$ cat src/rtl/uart_pkg.sv
// Shared UART definitions: receiver state encoding and
// frame-format encodings common to uart_rx and uart_tx.
package uart_pkg;

   typedef enum logic [2:0] {
      RX_IDLE   = 3'd0,
      RX_START  = 3'd1,
      RX_DATA   = 3'd2,
      RX_PARITY = 3'd3,
      RX_STOP   = 3'd4,
      RX_BREAK  = 3'd5
   } rx_state_e;

   localparam logic [1:0] DBITS_5 = 2'b00;
   localparam logic [1:0] DBITS_6 = 2'b01;
   localparam logic [1:0] DBITS_7 = 2'b10;
   localparam logic [1:0] DBITS_8 = 2'b11;

   localparam logic [1:0] STOP_1   = 2'b00;
   localparam logic [1:0] STOP_1P5 = 2'b01;
   localparam logic [1:0] STOP_2   = 2'b10;
   localparam logic [1:0] STOP_2B  = 2'b11;

   localparam logic PAR_ODD  = 1'b0;
   localparam logic PAR_EVEN = 1'b1;

   function automatic logic [3:0] data_bits(input logic [1:0] num);
      return 4'd5 + {2'b00, num};
   endfunction

endpackage

$ cat src/rtl/uart_sync.sv
// Multi-stage bit synchroniser for asynchronous inputs.
// Resets to RST_VAL so an idle-high line reads as idle.
module uart_sync #(
   parameter int   STAGES  = 2,
   parameter logic RST_VAL = 1'b1
) (
   input  logic clk,
   input  logic reset_n,
   input  logic i_d,
   output logic o_q
);

   logic [STAGES-1:0] r_sync;

   // shift the async input through the flop chain
   always_ff @(posedge clk) begin
      if (!reset_n) begin
         r_sync <= {STAGES{RST_VAL}};
      end else begin
         r_sync <= {r_sync[STAGES-2:0], i_d};
      end
   end

   assign o_q = r_sync[STAGES-1];

endmodule

$ cat src/rtl/uart_rx.sv
// UART receiver: 16x oversampled frame recovery with
// 5-8 data bits, optional parity and 1/1.5/2 stop bits.
module uart_rx
   import uart_pkg::*;
#(
   parameter int OVERSAMPLE  = 16,
   parameter int SYNC_STAGES = 2
) (
   input  logic       clk,
   input  logic       reset_n,
   input  logic       tick_i,
   input  logic       rx_i,
   input  logic       parity_en_i,
   input  logic       parity_type_i,
   input  logic [1:0] data_bit_num_i,
   input  logic [1:0] stop_bit_num_i,
   output logic [7:0] data_o,
   output logic       active_flag,
   output logic       done_flag,
   output logic       parity_err_o,
   output logic       frame_err_o
);

   localparam int TW = $clog2(OVERSAMPLE);
   localparam logic [TW-1:0] TC_HALF = TW'(OVERSAMPLE/2 - 1);
   localparam logic [TW-1:0] TC_FULL = TW'(OVERSAMPLE - 1);

   rx_state_e     r_state;
   logic [TW-1:0] r_tick_cnt;
   logic [2:0]    r_bit_cnt;
   logic          r_stop_cnt;
   logic [7:0]    r_shift;
   logic          r_par_bit;
   logic          r_stop_err;
   logic          r_tick_d;
   logic          r_rx_d;
   logic          r_pen;
   logic          r_ptype;
   logic [3:0]    r_nbits;
   logic [1:0]    r_stop_num;

   logic          w_rx;
   logic          w_tick;
   logic          w_fall;
   logic          w_last_bit;
   logic          w_last_stop;
   logic [TW-1:0] w_stop_tc;
   logic          w_par_err;

   uart_sync #(
      .STAGES  (SYNC_STAGES),
      .RST_VAL (1'b1)
   ) u_sync (
      .clk     (clk),
      .reset_n (reset_n),
      .i_d     (rx_i),
      .o_q     (w_rx)
   );

   assign w_tick = tick_i & ~r_tick_d;
   assign w_fall = r_rx_d & ~w_rx;

   assign w_last_bit = ({1'b0, r_bit_cnt} == (r_nbits - 4'd1));

   // second half-stop of a 1.5 stop frame is only half a bit long
   assign w_stop_tc = (r_stop_cnt && r_stop_num == STOP_1P5) ?
                      TC_HALF : TC_FULL;
   assign w_last_stop = r_stop_cnt | (r_stop_num == STOP_1);

   // r_shift only holds bits received, so unused MSBs stay zero
   assign w_par_err = r_pen &
                      ((^r_shift ^ r_par_bit) != ~r_ptype);

   // registered copies for tick and line edge detection
   always_ff @(posedge clk) begin
      if (!reset_n) begin
         r_tick_d <= 1'b0;
         r_rx_d   <= 1'b1;
      end else begin
         r_tick_d <= tick_i;
         r_rx_d   <= w_rx;
      end
   end

   // frame FSM with registered outputs
   always_ff @(posedge clk) begin
      if (!reset_n) begin
         r_state      <= RX_IDLE;
         r_tick_cnt   <= '0;
         r_bit_cnt    <= '0;
         r_stop_cnt   <= 1'b0;
         r_shift      <= '0;
         r_par_bit    <= 1'b0;
         r_stop_err   <= 1'b0;
         r_pen        <= 1'b0;
         r_ptype      <= 1'b0;
         r_nbits      <= 4'd5;
         r_stop_num   <= STOP_1;
         data_o       <= '0;
         active_flag  <= 1'b0;
         done_flag    <= 1'b0;
         parity_err_o <= 1'b0;
         frame_err_o  <= 1'b0;
      end else begin
         done_flag <= 1'b0;
         unique case (r_state)
            RX_IDLE: begin
               if (w_fall) begin
                  r_state    <= RX_START;
                  r_tick_cnt <= '0;
                  r_bit_cnt  <= '0;
                  r_stop_cnt <= 1'b0;
                  r_shift    <= '0;
                  r_par_bit  <= 1'b0;
                  r_stop_err <= 1'b0;
                  r_pen      <= parity_en_i;
                  r_ptype    <= parity_type_i;
                  r_nbits    <= data_bits(data_bit_num_i);
                  r_stop_num <= stop_bit_num_i;
               end
            end
            RX_START: begin
               if (w_tick) begin
                  if (r_tick_cnt == TC_HALF) begin
                     r_tick_cnt <= '0;
                     if (!w_rx) begin
                        active_flag <= 1'b1;
                        r_state     <= RX_DATA;
                     end else begin
                        r_state <= RX_IDLE;
                     end
                  end else begin
                     r_tick_cnt <= r_tick_cnt + 1'b1;
                  end
               end
            end
            RX_DATA: begin
               if (w_tick) begin
                  if (r_tick_cnt == TC_FULL) begin
                     r_tick_cnt         <= '0;
                     r_shift[r_bit_cnt] <= w_rx;
                     r_bit_cnt          <= r_bit_cnt + 3'd1;
                     if (w_last_bit) begin
                        r_state <= r_pen ? RX_PARITY : RX_STOP;
                     end
                  end else begin
                     r_tick_cnt <= r_tick_cnt + 1'b1;
                  end
               end
            end
            RX_PARITY: begin
               if (w_tick) begin
                  if (r_tick_cnt == TC_FULL) begin
                     r_tick_cnt <= '0;
                     r_par_bit  <= w_rx;
                     r_state    <= RX_STOP;
                  end else begin
                     r_tick_cnt <= r_tick_cnt + 1'b1;
                  end
               end
            end
            RX_STOP: begin
               if (w_tick) begin
                  if (r_tick_cnt == w_stop_tc) begin
                     r_tick_cnt <= '0;
                     if (w_last_stop) begin
                        done_flag    <= 1'b1;
                        active_flag  <= 1'b0;
                        data_o       <= r_shift;
                        parity_err_o <= w_par_err;
                        frame_err_o  <= r_stop_err | ~w_rx;
                        r_state      <= w_rx ? RX_IDLE : RX_BREAK;
                     end else begin
                        r_stop_err <= ~w_rx;
                        r_stop_cnt <= 1'b1;
                     end
                  end else begin
                     r_tick_cnt <= r_tick_cnt + 1'b1;
                  end
               end
            end
            RX_BREAK: begin
               if (w_rx) begin
                  r_state <= RX_IDLE;
               end
            end
            default: begin
               r_state <= RX_IDLE;
            end
         endcase
      end
   end

endmodule
$ cat config.mk
export PLATFORM = sky130hd
export DESIGN_NAME = uart_rx
export DESIGN_NICKNAME = d
export VERILOG_FILES = /design/src/rtl/uart_pkg.sv /design/src/rtl/uart_sync.sv /design/src/rtl/uart_rx.sv
export SDC_FILE = /design/constraint.sdc
export NUM_CORES = 1
export LEC_CHECK = 0
export ABC_AREA = 1
export ABC_CLOCK_PERIOD_IN_PS = 2970
export CAP_MARGIN = 25
export CELL_PAD_IN_SITES_DETAIL_PLACEMENT = 0
export CELL_PAD_IN_SITES_GLOBAL_PLACEMENT = 2
export CORE_ASPECT_RATIO = 1.2
export CORE_MARGIN = 4
export CORE_UTILIZATION = 25
export CTS_BUF_LIST = sky130_fd_sc_hd__clkbuf_4 sky130_fd_sc_hd__clkbuf_8
export CTS_CLUSTER_DIAMETER = 150
export DETAILED_ROUTE_END_ITERATION = 8
export GPL_ROUTABILITY_DRIVEN = 0
export PLACE_DENSITY = 0.63
export SETUP_SLACK_MARGIN = 0.5
export SLEW_MARGIN = 5
export SYNTH_ARGS = -nofsm -noshare
export SYNTH_HDL_FRONTEND = slang
export SYNTH_SLANG_ARGS = --single-unit
export TNS_END_PERCENT = 30
$ cat constraint.sdc
create_clock -name clk -period 2.97 [get_ports clk]
set_clock_uncertainty 0.1 [all_clocks]
set_input_delay 0.4455 -clock clk [delete_from_list [all_inputs] [get_ports clk]]
set_output_delay 0.4455 -clock clk [all_outputs]
set_load 0.1 [all_outputs]
==> results of run 1 <==
-- path summary, 6_finish.rpt --
path | start | endpoint | cells after the start
max | r_state[0] | r_pen | 6
min | u_sync.r_sync[0] | u_sync.r_sync[1] | 1
max reg2reg | r_state[0] | r_pen | 6
min reg2reg | u_sync.r_sync[0] | u_sync.r_sync[1] | 1
-- cells by family (layout without fill, tap and decap cells) --
family	after synthesis	count (layout)	synth area share (%)
fa+ha+maj	4	4	2.16
simple gates	168	168	31.8
buf+inv	56	82	9.44
xor+xnor	4	4	1.51
flops	45	45	38.9
compound gates	70	70	16.2
-- synth_stat cells (all sizes together) (2+ instances only) --
cell type   n
dfxtp      45
xnor2       2
nor2       48
nand4       5
buf         2
nor3        2
a21oi      32
o211ai      2
inv        50
clkbuf      3
ha          4
nand3      24
o21ai      32
xor2        2
nand2      86
or2         3
-- flip-flops by register name, summed over array words and instances, names as in the netlist --
| signal | cells |
|---|---|
| data_o | 8 |
| parity_err_o | 1 |
| r_tick_cnt | 4 |
| r_ptype | 1 |
| r_stop_cnt | 1 |
| r_bit_cnt | 3 |
| u_sync.r_sync | 2 |
| r_tick_d | 1 |
| r_shift | 8 |
| done_flag | 1 |
| r_par_bit | 1 |
| r_nbits | 4 |
| r_state | 3 |
| r_rx_d | 1 |
| active_flag | 1 |
| frame_err_o | 1 |
| r_stop_err | 1 |
| r_stop_num | 2 |
| r_pen | 1 |
-- per-stage QoR --
stage	power [mW]	hold WS (ps)
floorplan	1.46	293
global placement	1.70	297
detailed placement	1.69	298
CTS	2.11	326
global route	2.27	345
finish	2.06	324
-- worst reg2reg max path, delay by kind of cell (launching register included) --
family,cells,cell delay [ps]
AND/OR/NAND/NOR,3,680
buffers and inverters,1,370
AO/OA/AOI/OAI,2,340
flip-flops,1,400
-- routing by layer --
metal / vias to the layer above / wire length, microns
met5: - / 0
met4: 0 / 53
met3: 5 / 118
met2: 14 / 3210
met1: 970 / 2800
li1: 1164 / -
-- final cells by class --
type	instances	area (sq um)	area share [%]
inverter	51	191	7.02
clock inverter	3	21.3	0.780
tap	120	150	5.51
clock buffer	5	68.8	2.52
multi-input combinational	246	1200	44.0
timing repair buffer	23	195	7.16
sequential	45	901	33.0
-- power by group --
group          total, mW  internal (mW)  switching [mW]
clock network      0.404          0.168           0.237
logic              0.904          0.295           0.609
registers          0.756          0.669          0.0868
==> results summary, run 1 <==
Broken down by cell family, the worst path's largest delay share belongs to simple AND/OR/NAND/NOR gates. The number of enable flip-flop cells after synthesis is 0. The tightest slew margin relative to the limit is between 60% and 70%. The leakage power summed over all cells is 1.16 nW.

Across the VDD grid, the largest voltage drop is between 200 and 250 uV. The remaining antenna violation count is 0. For this block, the routed nets add up to slightly above 6000 microns of wire.

The gate count after technology mapping is approximately 350. The number of placed cells counting well taps is between 400 and 500. The placeable core region is around 9000 sq um.

The routed via count came out at approximately 2,200. After routing, the total negative slack on setup checks comes to 0 ps. The number of warnings reported in the yosys synthesis log is 0. The slowest stage of the critical path belongs to the cell dfxtp_1. The data required time of the critical path is 3050 ps. Timing would allow up to slightly below 500 MHz.

The largest net degree at the start of global routing came out at 33. The clock passes through at most 2 buffers. The worst setup path is launched from a flop. In this run the tool buffered the top-level ports with 21 buffer cells.

Along the worst path, the maximum fanout reaches 16. The number of nets in the finished design came out at ~390. The sequential share of the synthesized area is around two fifths.

Setup repair after global routing left no endpoint under its margin. The setup slack after layout is between 900 and 1000 ps. The pin slew with the least headroom to its limit is roughly 550 ps.

The critical path goes through nor2_4 -> nand2_2 -> nor2_2 -> inv_1 -> o21ai_0 -> a21oi_1. The summed area of non-filler cells in the final layout is ~2700 sq um. The filler cell count in the final layout is roughly 1,000. The count of cells resized by post-cts repair came out at 0.

In this run the clock root is driven by a clkbuf_8. After clock tree synthesis, the clock-pin slew on the worst setup and hold paths is approximately 100 ps. The max-slew violation total from the final report is 0. Global routing consumed, on the met3 layer, under 10% of the routing resources. The most used flip-flop cell after synthesis is dfxtp_1. The iteration count of the initial detailed-routing pass came out at 4. The total power density per cell area came out at ~760 nW/um^2. In this design, the stage delay of the slowest critical-path cell is 400 ps. After synthesis, the mean cell area works out to roughly 6.7 sq um. The flow ran to the end, and the final reports show no timing, DRC or antenna violations. At the later pin of the worst-skew pair, clock insertion delay measures 300 ps. After detailed placement, the total cell area comes to about 2600 sq um. Summed over all nets, the half-perimeter wirelength after detailed placement is between 4000 and 5000 microns. Leaving out filler cells and counting taps, the final layout contains ~490. The endpoint class of the critical path is a flop. After detailed routing, the number of remaining DRC violations is 0. The final number of setup-violating endpoints is 0. The final number of hold-violating endpoints is 0.

The top cell types in the final layout, fill and taps aside, are 82 x nand2_1, 45 x dfxtp_1, 44 x inv_1. OpenSTA, run right after detailed placement, puts the worst setup slack at ~660 ps. The ratio of final minimum period to clock period is about two thirds. The flop-to-flop setup slack came out at about 950 ps.

Global routing consumed, over all layers together, around 12% of the routing resources. The via count of the first global-routing pass came out at approximately 2,200. After clock tree synthesis, the setup repair step added 0 buffers.

The count of max-cap constraint violations is 0. The die is ~96 microns wide. The share of layout cells above drive strength 1 is 11.8%. The number of buffers and inverters on the critical path is 1. The top cell type's share of synthesized area came out at a little under 40%.

The post-synthesis net count is 361. The total die area is between 10,000 and 15,000 sq um. The largest total area in the synthesized netlist belongs to dfxtp_1. The clock buffer count from CTS is 5.

The count of antenna diodes in the layout came out at 0. The count of hold buffers inserted by post-cts repair came out at 0. The library cell used most frequently in the layout, excluding fill and tap cells, is nand2_1. The initial core utilization came out at 25.7%.

Dividing the detail-routed wire length by the instance count gives approximately 13 microns. In this run the most used layer during global routing was met2. The number of antenna violations at the first check in global routing was 0.

The count of unique library cells instantiated by Yosys came out at 31. The critical path arrival came out at between 2000 and 2500 ps. The cell area after synthesis is approximately 2300 sq um. The type of the tightest min-delay check is reg -> reg. After floorplanning, the core was divided into 38 placement rows. Sorting the synthesized cells by area gives the leading types as dfxtp_1 39%, nand2_1 13%, inv_1 7.1%, a21oi_1 6.9%, nor2_1 6.8%. Cells fill 30.2% of the core in the end. The worst path needs 2020 ps of the cycle, external delays included. The met2 routing resource usage after global routing came out at 22.6%.

TritonCTS built the clock tree. The area overhead of the layout relative to synthesis is 17.6%. The total congestion overflow after global routing came out at 0. 22 I/O pins were placed. The CTS H-tree depth came out at 2.

Global routing used 14.8% of the available met1 tracks. The ratio of routed vias to standard cells came out at around 4.4. Counting flops with an async set or reset pin after synthesis yields a share of 0%.

The clock sink count is 45. Synthesis inferred between 40 and 50 register bits. The die is approximately 110 microns tall. The global-route wire length before repair came out at between 10,000 and 15,000 microns.

The kind of critical path is reg -> reg. The count of routing violations after the opening detailed-route iteration is a little over 60.
(Power assumes the default switching activity.)
==> run 2: changes to the inputs <==
- ABC_CLOCK_PERIOD_IN_PS: 2970 -> 1650
- PLACE_DENSITY: 0.63 -> 0.66
- clock period: 2.97 -> 1.65 ns (I/O delays scaled with it)
==> results summary, run 2 (synthesized netlist as in run 1, its figures left out) <==
The total negative slack is 0 ps (unchanged). The root cell of the clock tree is clkbuf_8 (unchanged). The number of port buffers came out at 21 (unchanged). The maximum cell stage delay along the critical path is 360 ps (was 400 ps). The total die area is 10,900 sq um (unchanged). The worst hold slack came out at 210 ps (was 324 ps). The count of routing violations after the opening detailed-route iteration is 84 (was 62). Commonest cells after routing, fill and taps aside: 63 x nand2_1, 42 x buf_4, 37 x inv_1 (was 82 x nand2_1, 45 x dfxtp_1, 44 x inv_1).

The tightest slew margin relative to the limit is 76.2% (was 62.9%). The final number of hold-violating endpoints came out at 0 (unchanged). The critical path arrival is 1670 ps (was 2100 ps). The iteration count of the initial detailed-routing pass is 4 (unchanged).

The slowest library cell on the worst path is dfxtp_2 (was dfxtp_1). Top flop regs: data_o x8, r_shift x8 (unchanged). The number of nets in the finished design is 436 (was 386). The via count of the first global-routing pass came out at 2,363 (was 2,199). The pin slew with the least headroom to its limit came out at 357 ps (was 554 ps). The maximum clock rate is 637 MHz (was 496 MHz).

The number of antenna violations at the first check in global routing came out at 0 (unchanged). The initial core utilization came out at 25.7% (unchanged). The critical path launch point type is a flop (unchanged). The clock buffer count from CTS is 5 (unchanged). The most common cell after layout, fill and taps aside is nand2_1 (unchanged). The I/O pin total came out at 22 (unchanged). The setup slack after layout came out at 80.2 ps (was 954 ps).

The worst vdd rail ir drop came out at 482 uV (was 223 uV). The ratio of routed vias to standard cells is 4.46 (was 4.37). The area overhead of the layout relative to synthesis came out at 62.4% (was 17.6%).

The number of placed cells counting well taps is 515 (was 485). The leakage power summed over all cells is 1.55 nW (was 1.16 nW). The post-detailed-routing wire length was 7040 microns (was 6180 microns). The overall track demand over capacity in global routing was 13.2% (was 12.4%).

The count of hold buffers inserted by post-cts repair is 0 (unchanged). The routed via count is 2,418 (was 2,153). RSZ-0062 raised after global routing: yes (was no). The instance area after placement came out at 3190 sq um (was 2640 sq um). The ratio of final minimum period to clock period is 95.1% (was 67.9%). The routed length per placed instance is 13.0 microns (was 12.5 microns). The clock sink count is 45 (unchanged). The endpoint class of the critical path is a flop (unchanged). The post-placement setup slack is -293 ps (was 658 ps).

The y dimension of the die came out at 113 microns (unchanged). The width of the die was 95.9 microns (unchanged). The non-filler instance count after layout came to 542 (was 493). The clock tree from TritonCTS is built (unchanged). The kind of critical path is reg -> reg (unchanged). The clock period minus final worst setup slack came out at 1570 ps (was 2020 ps). The number of DRC violations after detailed routing is 0 (unchanged). The final number of setup-violating endpoints came out at 0 (unchanged). The share of layout cells above drive strength 1 is 43.8% (was 11.8%). The number of standard-cell rows in the floorplan came to 38 (unchanged). The maximum fanout count along the critical path came out at 6 (was 16). The clock latency reported for the late side of the worst-skew pair came out at 300 ps (about the same). The placeable core region came out at 9030 sq um (unchanged). The number of buffer and inverter instances along the worst setup path is 0 (was 1). The total power density per cell area is 1430 nW/um^2 (was 757 nW/um^2). The largest net degree at the start of global routing came to 33 (unchanged).

The summed area of non-filler cells in the final layout is 3760 sq um (was 2730 sq um). The total congestion overflow after global routing is 0 (unchanged). The count of antenna diodes in the layout came out at 0 (unchanged). The category of cells accounting for the largest share of critical-path delay was simple AND/OR/NAND/NOR gates (unchanged).

Series of cell instances along the critical path: ha_4 -> nand3_4 -> nand2_2 -> nand3_2 -> nor2_2 -> nand2_2 -> nor2_4 -> nand3_2 -> nand2_1 -> nor2_1 (was nor2_4 -> nand2_2 -> nor2_2 -> inv_1 -> o21ai_0 -> a21oi_1). The half-perimeter wire length after detailed placement is 4900 microns (was 4650 microns). The CTS H-tree depth is 2 (unchanged). The max-slew violation total from the final report came out at 0 (unchanged). The remaining antenna violation count came out at 0 (unchanged). The type of the tightest min-delay check was in -> reg (was reg -> reg). The data required time of the critical path came out at 1750 ps (was 3050 ps). The count of max-cap constraint violations is 0 (unchanged).

The clock slew at the register clock pins of the worst setup and hold paths came out at 90 ps (was 100 ps). The clock tree buffer depth was 2 (unchanged). Run status: completed (unchanged). The global-route wire length before repair came out at 11,400 microns (was 10,600 microns).
[run 2: worst paths after layout]
path / startpoint / endpoint / slack [ps] / cells after the start
max: r_tick_cnt[1] / r_state[1] / 80 / 10
min: tick_i / r_tick_d / 210 / 3
max reg2reg: r_tick_cnt[1] / r_state[1] / 80 / 10
min reg2reg: u_sync.r_sync[0] / u_sync.r_sync[1] / 320 / 1
[run 2: area by class of cell]
class                      instances  area (sq um)
clock buffer                       5          68.8
clock inverter                     2          35.0
fill                             950          5270
inverter                          51           211
multi-input combinational        246          1570
sequential                        45           933
tap                              120           150
timing repair buffer              73           797
[run 2: per-stage QoR]
stage                     total power, mW  util [%]
after floorplan                      2.93         -
after global placement               3.74      35.3
after detailed placement             3.72      35.3
after CTS                            4.90      38.5
after global routing                 5.80      41.7
final                                5.39      41.7
[run 2: where the power goes]
group          leakage, nW  switching [mW]  internal [mW]
sequential           0.375           0.154           1.22
clock               0.0540           0.385          0.441
combinational         1.12            1.77           1.41
total                 1.55            2.31           3.08
[run 2: repair_timing]
item	4_1_cts	5_1_grt
buffers inserted	11	8
resized for setup	30	68
gates cloned	0	1
setup endpoints to repair	55	55
pin swaps	12	21
[run 2: routing by layer]
layer,global-route usage (%),wire (microns),part of all wire [%],up-vias
li1,-,-,-,1263
met1,15.7,3020,43,1110
met2,24.1,3710,53,33
met3,2.51,148,2.1,12
met4,3.42,167,2.4,0
met5,0,0,0,-
[run 2: tightest hold or removal path: stages]
cell           delay, ps
dlygate4sd2_1        230
nand2_1               60
inv_1                 40
==> run 3: changes to the inputs <==
- GPL_ROUTABILITY_DRIVEN: 0 -> not set
==> results of run 3 <==
The final DEF is identical to that of run 2; final timing and power are the same.
